`config.mk`:
```
export PLATFORM = sky130hd
export DESIGN_NAME = z80_bus_cycle
export DESIGN_NICKNAME = d
export VERILOG_FILES = /design/src/rtl/z80_bus_cycle.sv
export SDC_FILE = /design/constraint.sdc
export NUM_CORES = 1
export LEC_CHECK = 0
export ABC_AREA = 1
export CORE_MARGIN = 1
export CORE_UTILIZATION = 32
export DETAILED_ROUTE_END_ITERATION = 10
export GPL_TIMING_DRIVEN = 0
export PLACE_DENSITY = 0.6
export SLEW_MARGIN = 30
export SYNTH_ARGS = -nofsm -noshare
export SYNTH_HDL_FRONTEND = slang
export SYNTH_SLANG_ARGS = --single-unit
```
`constraint.sdc`:
```
create_clock -name CLK -period 2.8 [get_ports CLK]
set_clock_uncertainty 0.2 [all_clocks]
set_input_delay 0.42 -clock CLK [delete_from_list [all_inputs] [get_ports CLK]]
set_output_delay 0.42 -clock CLK [all_outputs]
set_load 0.01 [all_outputs]
```
`src/rtl/z80_bus_cycle.sv`:
```
// z80_bus_cycle: Z80 machine-cycle sequencer (M1/mem/IO T-states, wait states, bus request).
// Every pin is a flop loaded from a decode of the next state.
module z80_bus_cycle (
    input  logic        CLK,
    input  logic        n_RESET,
    input  logic        cyc_req,
    input  logic [1:0]  cyc_type,
    input  logic        cyc_wr,
    input  logic [15:0] addr,
    input  logic [7:0]  wdata,
    input  logic [15:0] rfsh_addr,
    output logic        busy,
    output logic        done,
    output logic [7:0]  rdata,
    output logic [15:0] A,
    output logic        A_oe,
    output logic [7:0]  D_out,
    input  logic [7:0]  D_in,
    output logic        D_oe,
    output logic        n_M1,
    output logic        n_MREQ,
    output logic        n_IORQ,
    output logic        n_RD,
    output logic        n_WR,
    output logic        n_RFSH,
    output logic        ctl_oe,
    input  logic        n_WAIT,
    input  logic        n_BUSREQ,
    output logic        n_BUSACK
);
    typedef enum logic [2:0] {IDLE, T1, T2, TW, T3, T4, BUSAK} state_t;
    state_t state_q, state_d;
    logic [1:0] type_q, type_d;
    logic wr_q, wr_d;
    logic [15:0] addr_q, addr_d, a_q, a_d;
    logic [7:0] wdata_q, wdata_d, dout_q, dout_d, rdata_q, rdata_d;
    logic busy_q, busy_d, done_q, done_d, oe_q, oe_d, doe_q, doe_d, busack_q, busack_d;
    logic n_m1_q, n_m1_d, n_mreq_q, n_mreq_d, n_iorq_q, n_iorq_d;
    logic n_rd_q, n_rd_d, n_wr_q, n_wr_d, n_rfsh_q, n_rfsh_d;
    logic m1, mrd, mwr, io, iow, act, mid, early, rf, cap;

    always_comb begin
        state_d = state_q;
        type_d  = type_q;
        wr_d    = wr_q;
        addr_d  = addr_q;
        wdata_d = wdata_q;
        case (state_q)
            IDLE: begin
                if (!n_BUSREQ) begin
                    state_d = BUSAK;
                end else if (cyc_req) begin
                    state_d = T1;
                    type_d  = cyc_type;
                    wr_d    = cyc_wr;
                    addr_d  = addr;
                    wdata_d = wdata;
                end
            end
            T1:      state_d = T2;
            // IO always inserts one wait state before n_WAIT is honoured
            T2:      state_d = (type_q == 2'b11 || !n_WAIT) ? TW : T3;
            TW:      state_d = n_WAIT ? T3 : TW;
            T3:      state_d = (type_q == 2'b00) ? T4 : IDLE;
            T4:      state_d = IDLE;
            BUSAK:   state_d = n_BUSREQ ? IDLE : BUSAK;
            default: state_d = IDLE;
        endcase
        m1    = type_d == 2'b00;
        mrd   = type_d == 2'b01;
        mwr   = type_d == 2'b10;
        io    = type_d == 2'b11;
        iow   = io && wr_d;
        act   = state_d inside {T1, T2, TW, T3};
        mid   = state_d inside {T2, TW, T3};
        early = state_d inside {T1, T2, TW};
        rf    = m1 && state_d inside {T3, T4};
        n_m1_d   = !(m1 && early);
        n_mreq_d = !(((mrd || mwr) && act) || (m1 && (early || state_d == T4)));
        n_iorq_d = !(io && mid);
        n_rd_d   = !((mrd && act) || (io && !wr_d && mid) || (m1 && early));
        n_wr_d   = !((mwr || iow) && mid);
        n_rfsh_d = !rf;
        doe_d    = (mwr || iow) && act;
        dout_d   = doe_d ? wdata_d : 8'h00;
        a_d      = rf ? rfsh_addr : (act ? addr_d : 16'h0000);
        oe_d     = state_d != BUSAK;
        busack_d = state_d != BUSAK;
        busy_d   = state_d != IDLE;
        done_d   = (state_q == T3 && type_q != 2'b00) || state_q == T4;
        // opcode is taken at the end of the data phase, before refresh
        cap      = (state_q == T3 && (type_q == 2'b01 || (type_q == 2'b11 && !wr_q))) ||
                   (type_q == 2'b00 && state_q inside {T2, TW} && state_d == T3);
        rdata_d  = cap ? D_in : rdata_q;
    end

    always_ff @(posedge CLK or negedge n_RESET) begin
        if (!n_RESET) begin
            state_q  <= IDLE;
            type_q   <= 2'b00;
            wr_q     <= 1'b0;
            addr_q   <= 16'h0000;
            wdata_q  <= 8'h00;
            a_q      <= 16'h0000;
            dout_q   <= 8'h00;
            rdata_q  <= 8'h00;
            busy_q   <= 1'b0;
            done_q   <= 1'b0;
            oe_q     <= 1'b1;
            doe_q    <= 1'b0;
            busack_q <= 1'b1;
            n_m1_q   <= 1'b1;
            n_mreq_q <= 1'b1;
            n_iorq_q <= 1'b1;
            n_rd_q   <= 1'b1;
            n_wr_q   <= 1'b1;
            n_rfsh_q <= 1'b1;
        end else begin
            state_q  <= state_d;
            type_q   <= type_d;
            wr_q     <= wr_d;
            addr_q   <= addr_d;
            wdata_q  <= wdata_d;
            a_q      <= a_d;
            dout_q   <= dout_d;
            rdata_q  <= rdata_d;
            busy_q   <= busy_d;
            done_q   <= done_d;
            oe_q     <= oe_d;
            doe_q    <= doe_d;
            busack_q <= busack_d;
            n_m1_q   <= n_m1_d;
            n_mreq_q <= n_mreq_d;
            n_iorq_q <= n_iorq_d;
            n_rd_q   <= n_rd_d;
            n_wr_q   <= n_wr_d;
            n_rfsh_q <= n_rfsh_d;
        end
    end

    assign busy     = busy_q;
    assign done     = done_q;
    assign rdata    = rdata_q;
    assign A        = a_q;
    assign A_oe     = oe_q;
    assign ctl_oe   = oe_q;
    assign D_out    = dout_q;
    assign D_oe     = doe_q;
    assign n_BUSACK = busack_q;
    assign n_M1     = n_m1_q;
    assign n_MREQ   = n_mreq_q;
    assign n_IORQ   = n_iorq_q;
    assign n_RD     = n_rd_q;
    assign n_WR     = n_wr_q;
    assign n_RFSH   = n_rfsh_q;
endmodule

```
==> flow_summary.yaml, run 1 <==
cts:
  clk_path_buf_depth: 2
  numClockSinks: 72
  cts-root-buf: "clkbuf_8"
  post_cts_buffers: 0
  insertion_delay_ns: 0.34
  cts_max_level: 3
  cts_tree: "done"
  clk_pin_slew_ns: 0.08
  cts_made_buffers: 9
outcome:
  status: "completed"
die:
  num_rows: 34
  die_w_um: 98.9
  core_sq_um: 8890
  start_util_pct: 33.8
  io_pins: 100
  dieHeight_um: 98.9
  dieArea_sq_um: 9770
power:
  ir_worst_vdd_uv: 441
  p_clk_share_pct: 19.6
  power_switching_uw: 1730
  intPower_uw: 3050
  combPwrFrac_pct: 44.9
  pwr-share-seq_pct: 35.6
  p_leak_uw: 0.00218
  powerDensity_nw_per_um2: 1090
  p_sw_share_pct: 36.2
finish:
  final_nets: 489
  final_common_cell: "nand2_1"
  area_delta_synth_final_pct: 46.4
  post-route-util_pct: 49.4
  drive_gt1_share_pct: 15.0
  fillers: 852
  multiInputGateArea_sq_um: 1030
  seq_area_sq_um: 1810
  antenna_cells: 0
  layout_common_cells: "nand2_1 (107), clkdlybuf4s50_1 (98), dfrtp_1 (65), nand3_1 (44), inv_1 (21)"
global_route:
  grt_max_degree: 44
  grt_pass1_wl_um: 12200
  grt-ovfl-total: 0
  first_global_vias: 2505
  antenna_found_initial: 0
  grt_util_all_layers_pct: 16.0
hold_path:
  hold_path.class: "register to register"
  hold_path_depth: 2
  worstHoldStart: "addr_q[8]$_DFF_PN0_"
  hold_end: "addr_q[8]$_DFF_PN0_"
timing:
  fmax_mhz: 380
  finalSetupViolations: 0
  rsz0062_at_grt: "no"
  slew_viol_final: 0
  period_minus_slack_ns: 2.63
  postLayoutSetupSlackWorst_ns: 0.172
  fin_crit_sh_pct: 93.9
  relSlewSlack_pct: 62.9
  worstMarginPinSlew_ns: 0.557
  final-hold-violation-count: 0
routing:
  dr.first_iter.drc_count: 103
  drt-met1-wl_um: 3310
  drtAntennaViolNets: 0
  wire_per_inst_um: 13.4
  vias: 2474
  dr.pass1.iters: 5
  wl_met2_um: 3250
  wl_um: 7270
  drcViolationCount: 0
  top_layer: "met4"
  wl_met3_um: 601
  vias_per_cell: 4.56
worst_setup_path:
  crit_type: "input port to register"
  arrival_ns: 2.66
  worstRegToRegCells: 14
  cp_max_fo: 10
  crit_path_start_kind: "input port"
  timing.rr.start: "state_q[1]$_DFF_PN0_"
  slowest_stage: "clkdlybuf4s50_1"
  crit_family: "buffers and inverters"
  r2r_slack_ns: 0.27
  worstPathRequired_ns: 2.83
  critPathMaxStageDelay_ns: 0.50
  worst_r2r_endpoint: "A[10]$_DFF_PN0_"
  end_kind: "register"
  crit_chain: "clkdlybuf4s50_1 -> nand2_1 -> nor2_2 -> buf_6 -> buf_6 -> or2_2 -> o21ai_2 -> ha_1 -> inv_1 -> nor2_8 -> nand2_4 -> buf_6 -> nand3_1 -> nand2_1"
  critPathBufInv: 5
  cpMostUsedCell: "buf_6"
synthesis:
  synth_top_flop_cell: "dfrtp_1"
  async_flop_share_pct: 100
  ys_types: 23
  syn_nets: 377
  ys_warn_count: 0
  yosysTopAreaCellShare_pct: 54.2
  synth_area_sq_um: 3000
  syn_area_per_cell_sq_um: 9.47
  synth-seq-area-share_pct: 60.3
  synth_edf_count: 0
  synth_area_leader_cell: "dfrtp_1"
  ys_top_cells_by_area: "dfrtp_1 (54%), nand2_1 (13%), nand3_1 (7.3%)"
  netlist_instances: 317
  ys_seq_elements: 72
place:
  place.gp.congestion: 0.802
  preCtsSetupSlack_ns: -0.310
  numPortBuffers: 99
  dpl.hpwl_um: 5190
run:
  drv_cap: 0
-- cells by family (layout without fill, tap and decap cells) --
logic type               after synthesis  after routing  share of synthesized area, %
AO/OA/AOI/OAI                         13             13                          2.42
adder cells (fa/ha/maj)                4              4                          1.67
buffers and inverters                 34            151                          5.75
flip-flops                            72             72                          60.3
AND/OR/NAND/NOR                      194            194                          29.8
-- per-stage QoR --
| stage | cells | TNS (ns) | power (uW) | hold slack [ns] | area (sq um) |
|---|---|---|---|---|---|
| CTS | 542 | 0 | 4830 | 0.274 | 4380 |
| detailed placement | 525 | -4.50 | 3870 | 0.254 | 4150 |
| global route | 542 | 0 | 5150 | 0.281 | 4390 |
| floorplan | 317 | 0 | 2930 | -0.0756 | 3000 |
| finish | 542 | 0 | 4780 | 0.273 | 4390 |
| global placement | 524 | -100.19 | 3840 | 0.251 | 4130 |
-- timing repair --
| action | 4_1_cts | 5_1_grt |
|---|---|---|
| gates resized for setup | 0 | 3 |
| hold buffers | 1 | 0 |
| hold endpoints to repair | 35 | 0 |
| endpoints found under the setup margin | 0 | 13 |
-- power by group through the flow --
| stage | sequential (uW) | clock [uW] | combinational (uW) |
|---|---|---|---|
| 6_report | 1700 | 935 | 2140 |
| 2_1_floorplan | 1840 | 0 | 1090 |
| 3_3_place_gp | 1710 | 0 | 2130 |
| 4_1_cts | 1700 | 961 | 2170 |
| 5_1_grt | 1760 | 1000 | 2390 |
| 3_5_place_dp | 1710 | 0 | 2160 |
-- layout make-up --
cell class,count,area share [%]
clock inverter,6,2.08
tap,108,3.08
inverter,23,1.96
timing repair buffer,101,23.2
multi-input combinational,211,23.4
clock buffer,10,3.13
sequential,72,41.2
buffer,11,1.99
-- sequential cells by signal, indices dropped and copies added (netlist names), 2 cells and up --
register	flops
addr_q	16
state_q	3
D_out	8
A	16
type_q	2
wdata_q	8
rdata	8
-- synthesized netlist by cell type, types with 4 or more instances --
library cell,instances
nand2_1,107
o21ai_0,8
nor2_1,15
dfrtp_1,65
nand2_4,4
inv_1,21
nand2_2,8
dfstp_2,7
nand3_1,44
or2_2,9
ha_1,4
buf_4,6
-- per-layer routing --
layer	up-vias	global-route usage, %
met3	9	5.60
met5	-	0
met2	96	24.7
met1	1153	21.1
met4	0	4.82
li1	1216	-
-- worst max path at each step --
stage / start / cells past startpoint / to
after global routing: n_BUSREQ / 14 / A[13]$_DFF_PN0_
final: n_BUSREQ / 14 / A[10]$_DFF_PN0_
after global placement: n_RESET / 1 / rdata[0]$_DFFE_PN0P_
after CTS: n_BUSREQ / 11 / A[10]$_DFF_PN0_
after floorplan: state_q[1]$_DFF_PN0_ / 14 / A[6]$_DFF_PN0_
after detailed placement: n_BUSREQ / 11 / A[10]$_DFF_PN0_
-- worst min-delay path: cells and delay by family, from the launching register on --
family	cells	cell delay [ns]
flip-flops	1	0.32
AND/OR/NAND/NOR	2	0.12
Note: power is estimated with default switching activity, not from simulation.
==> run 2: changes to the inputs <==
- CORE_UTILIZATION: 32 -> 45
- PLACE_DENSITY: 0.6 -> 0.8
==> run 2 against run 1 <==
Maximum frequency grew 1.2%; core utilization is 18 points higher; die area is 28% lower; first-iteration DRC count grew 13%; final cell count decreased by 5.7%; via count increased by 0.85%; sequential power about the same; non-clock buffer count is the same; flip-flop and latch count unchanged; clock power decreased by 10%; worst hold slack improved by 0.0025 ns; critical path type unchanged; critical endpoint is now A[8]$_DFF_PN0_; highest routed layer unchanged.
==> flow_summary.yaml, run 2 (synthesized netlist as in run 1, its figures left out) <==
outcome:
  status: "completed"
worst_setup_path:
  r2r_slack_ns: 0.24
  timing.rr.start: "state_q[1]$_DFF_PN0_"
  startpoint: "cyc_req"
  slowest_stage: "clkdlybuf4s50_1"
  critPathMaxStageDelay_ns: 0.47
  crit_type: "input port to register"
  worst_r2r_endpoint: "A[8]$_DFF_PN0_"
  crit_chain: "clkdlybuf4s50_1 -> nand2_1 -> nor2_2 -> buf_6 -> buf_6 -> or2_2 -> o21ai_2 -> ha_1 -> inv_1 -> nor2_8 -> nand2_4 -> buf_6 -> nand3_1 -> nand2_1"
  end_kind: "register"
  arrival_ns: 2.63
  crit_path_start_kind: "input port"
  worstPathRequired_ns: 2.83
  worstRegToRegCells: 14
  cp_max_fo: 10
  cpMostUsedCell: "buf_6"
  crit_path_end: "A[8]$_DFF_PN0_"
global_route:
  grt-ovfl-total: 0
  grt_max_degree: 38
  grt_pass1_wl_um: 11900
  grt_util_all_layers_pct: 21.8
  antenna_found_initial: 0
  first_global_vias: 2653
timing:
  rsz0062_at_grt: "no"
  fmax_mhz: 385
  period_minus_slack_ns: 2.60
  worst_hold_slack_ns: 0.276
  relSlewSlack_pct: 68.3
  worstMarginPinSlew_ns: 0.475
  final-hold-violation-count: 0
  slew_viol_final: 0
  fin_crit_sh_pct: 92.7
  finalSetupViolations: 0
run:
  drv_cap: 0
cts:
  clk_path_buf_depth: 2
  cts_made_buffers: 9
  insertion_delay_ns: 0.34
  post_cts_buffers: 0
  cts_tree: "done"
  cts-root-buf: "clkbuf_8"
  numClockSinks: 72
  clk_pin_slew_ns: 0.08
  cts_max_level: 3
routing:
  wire_per_inst_um: 14.0
  wl_um: 7150
  dr.pass1.iters: 5
  drcViolationCount: 0
  drtAntennaViolNets: 0
  vias_per_cell: 4.88
  dr.first_iter.drc_count: 116
  vias: 2495
finish:
  seq_area_sq_um: 1810
  multiInputGateArea_sq_um: 1030
  final_nets: 489
  final_common_cell: "nand2_1"
  layout_common_cells: "nand2_1 (107), clkdlybuf4s50_1 (97), dfrtp_1 (65), nand3_1 (44), inv_1 (21)"
  fillers: 539
  area_delta_synth_final_pct: 44.3
  final_area_sq_um: 4330
  antenna_cells: 0
  drive_gt1_share_pct: 15.0
  final_cells: 511
place:
  numPortBuffers: 99
  place.gp.congestion: 0.840
  dpl.hpwl_um: 5100
  placedCellCount: 494
  post_dp_cell_area_sq_um: 4110
die:
  dieArea_sq_um: 7000
  dieHeight_um: 83.7
  start_util_pct: 47.0
  num_rows: 29
  io_pins: 100
  die_w_um: 83.7
  core_sq_um: 6390
power:
  powerDensity_nw_per_um2: 1080
  ir_worst_vdd_uv: 551
  p_clk_share_pct: 17.8
  pwr-share-seq_pct: 36.3
  combPwrFrac_pct: 45.9
  power_switching_uw: 1760
  p_leak_uw: 0.00217
  intPower_uw: 2940
  p_sw_share_pct: 37.5
hold_path:
  hold_path.class: "register to register"
## run 2: changes by cell type in the layout (fill, tap and decap cells not counted), sizes merged
| cell | previous run | this run |
|---|---|---|
| dlymetal6s2s | 0 | 1 |
| clkbuf | 12 | 11 |
| inv | 24 | 25 |
| clkinv | 3 | 4 |
| clkdlybuf4s50 | 98 | 97 |
| bufinv | 2 | 1 |
## run 2: worst max-delay path: cells and delay by family
family | cells | cell delay [ns]
adders and majority gates | 1 | 0.23
buffers and inverters | 5 | 1.00
and+or+nand+nor | 7 | 0.88
AOI/OAI and AO/OA | 1 | 0.09
## run 2: how the worst min path moves through the flow
stage                               startpoint                   end  slack (ns)  cells after the start
after floorplan                        n_RESET        A[0]$_DFF_PN0_       -0.08                      0
after global placement     addr_q[5]$_DFF_PN0_   addr_q[5]$_DFF_PN0_        0.25                      2
after detailed placement               n_RESET        done$_DFF_PN0_        0.21                      1
after CTS                  addr_q[1]$_DFF_PN0_   addr_q[1]$_DFF_PN0_        0.28                      2
after global routing       addr_q[8]$_DFF_PN0_   addr_q[8]$_DFF_PN0_        0.29                      2
final                     addr_q[10]$_DFF_PN0_  addr_q[10]$_DFF_PN0_        0.28                      2
## run 2: layer usage
layer  track usage (%)  part of all wire (%)  vias to the layer above
li1                  -                     -                     1213
met3              6.43                   7.7                       15
met4              9.40                   2.0                        0
met2              36.0                    46                      100
met1              26.7                    44                     1167
met5                 0                     0                        -
## run 2: repair_timing
item / CTS / global route
hold endpoints to repair: 30 / 0
hold buffers: 1 / 0
endpoints found under the setup margin: 0 / 9
gates resized for setup: 0 / 4
## run 2: metrics by stage
stage | worst slack (ns) | TNS (ns) | power [uW] | util, %
2_1_floorplan | 0.554 | 0 | 2930 | -
3_3_place_gp | -1.23 | -85.59 | 3790 | 64.0
3_5_place_dp | -0.299 | -4.46 | 3880 | 64.3
4_1_cts | 0.0398 | 0 | 4730 | 67.6
5_1_grt | 0.0482 | 0 | 5040 | 67.8
6_report | 0.204 | 0 | 4700 | 67.8
## run 2: power groups by stage
stage | Combinational (uW) | Sequential (uW) | Clock [uW]
final | 2160 | 1700 | 839
after global routing | 2380 | 1750 | 904
after CTS | 2170 | 1710 | 852
after floorplan | 1090 | 1840 | 0
after global placement | 2080 | 1710 | 0
after detailed placement | 2150 | 1720 | 0
## run 2: layout make-up
class / count / share of cell area (%)
buffer: 11 / 2.02
clock buffer: 9 / 2.86
clock inverter: 7 / 1.82
inverter: 23 / 1.99
multi-input combinational: 211 / 23.7
sequential: 72 / 41.8
tap: 77 / 2.22
timing repair buffer: 101 / 23.6
==> run 3: changes to the inputs <==
- GPL_ROUTABILITY_DRIVEN: unset -> 0
==> results of run 3 <==
No change in the layout: final DEF, timing and power equal those of run 2.
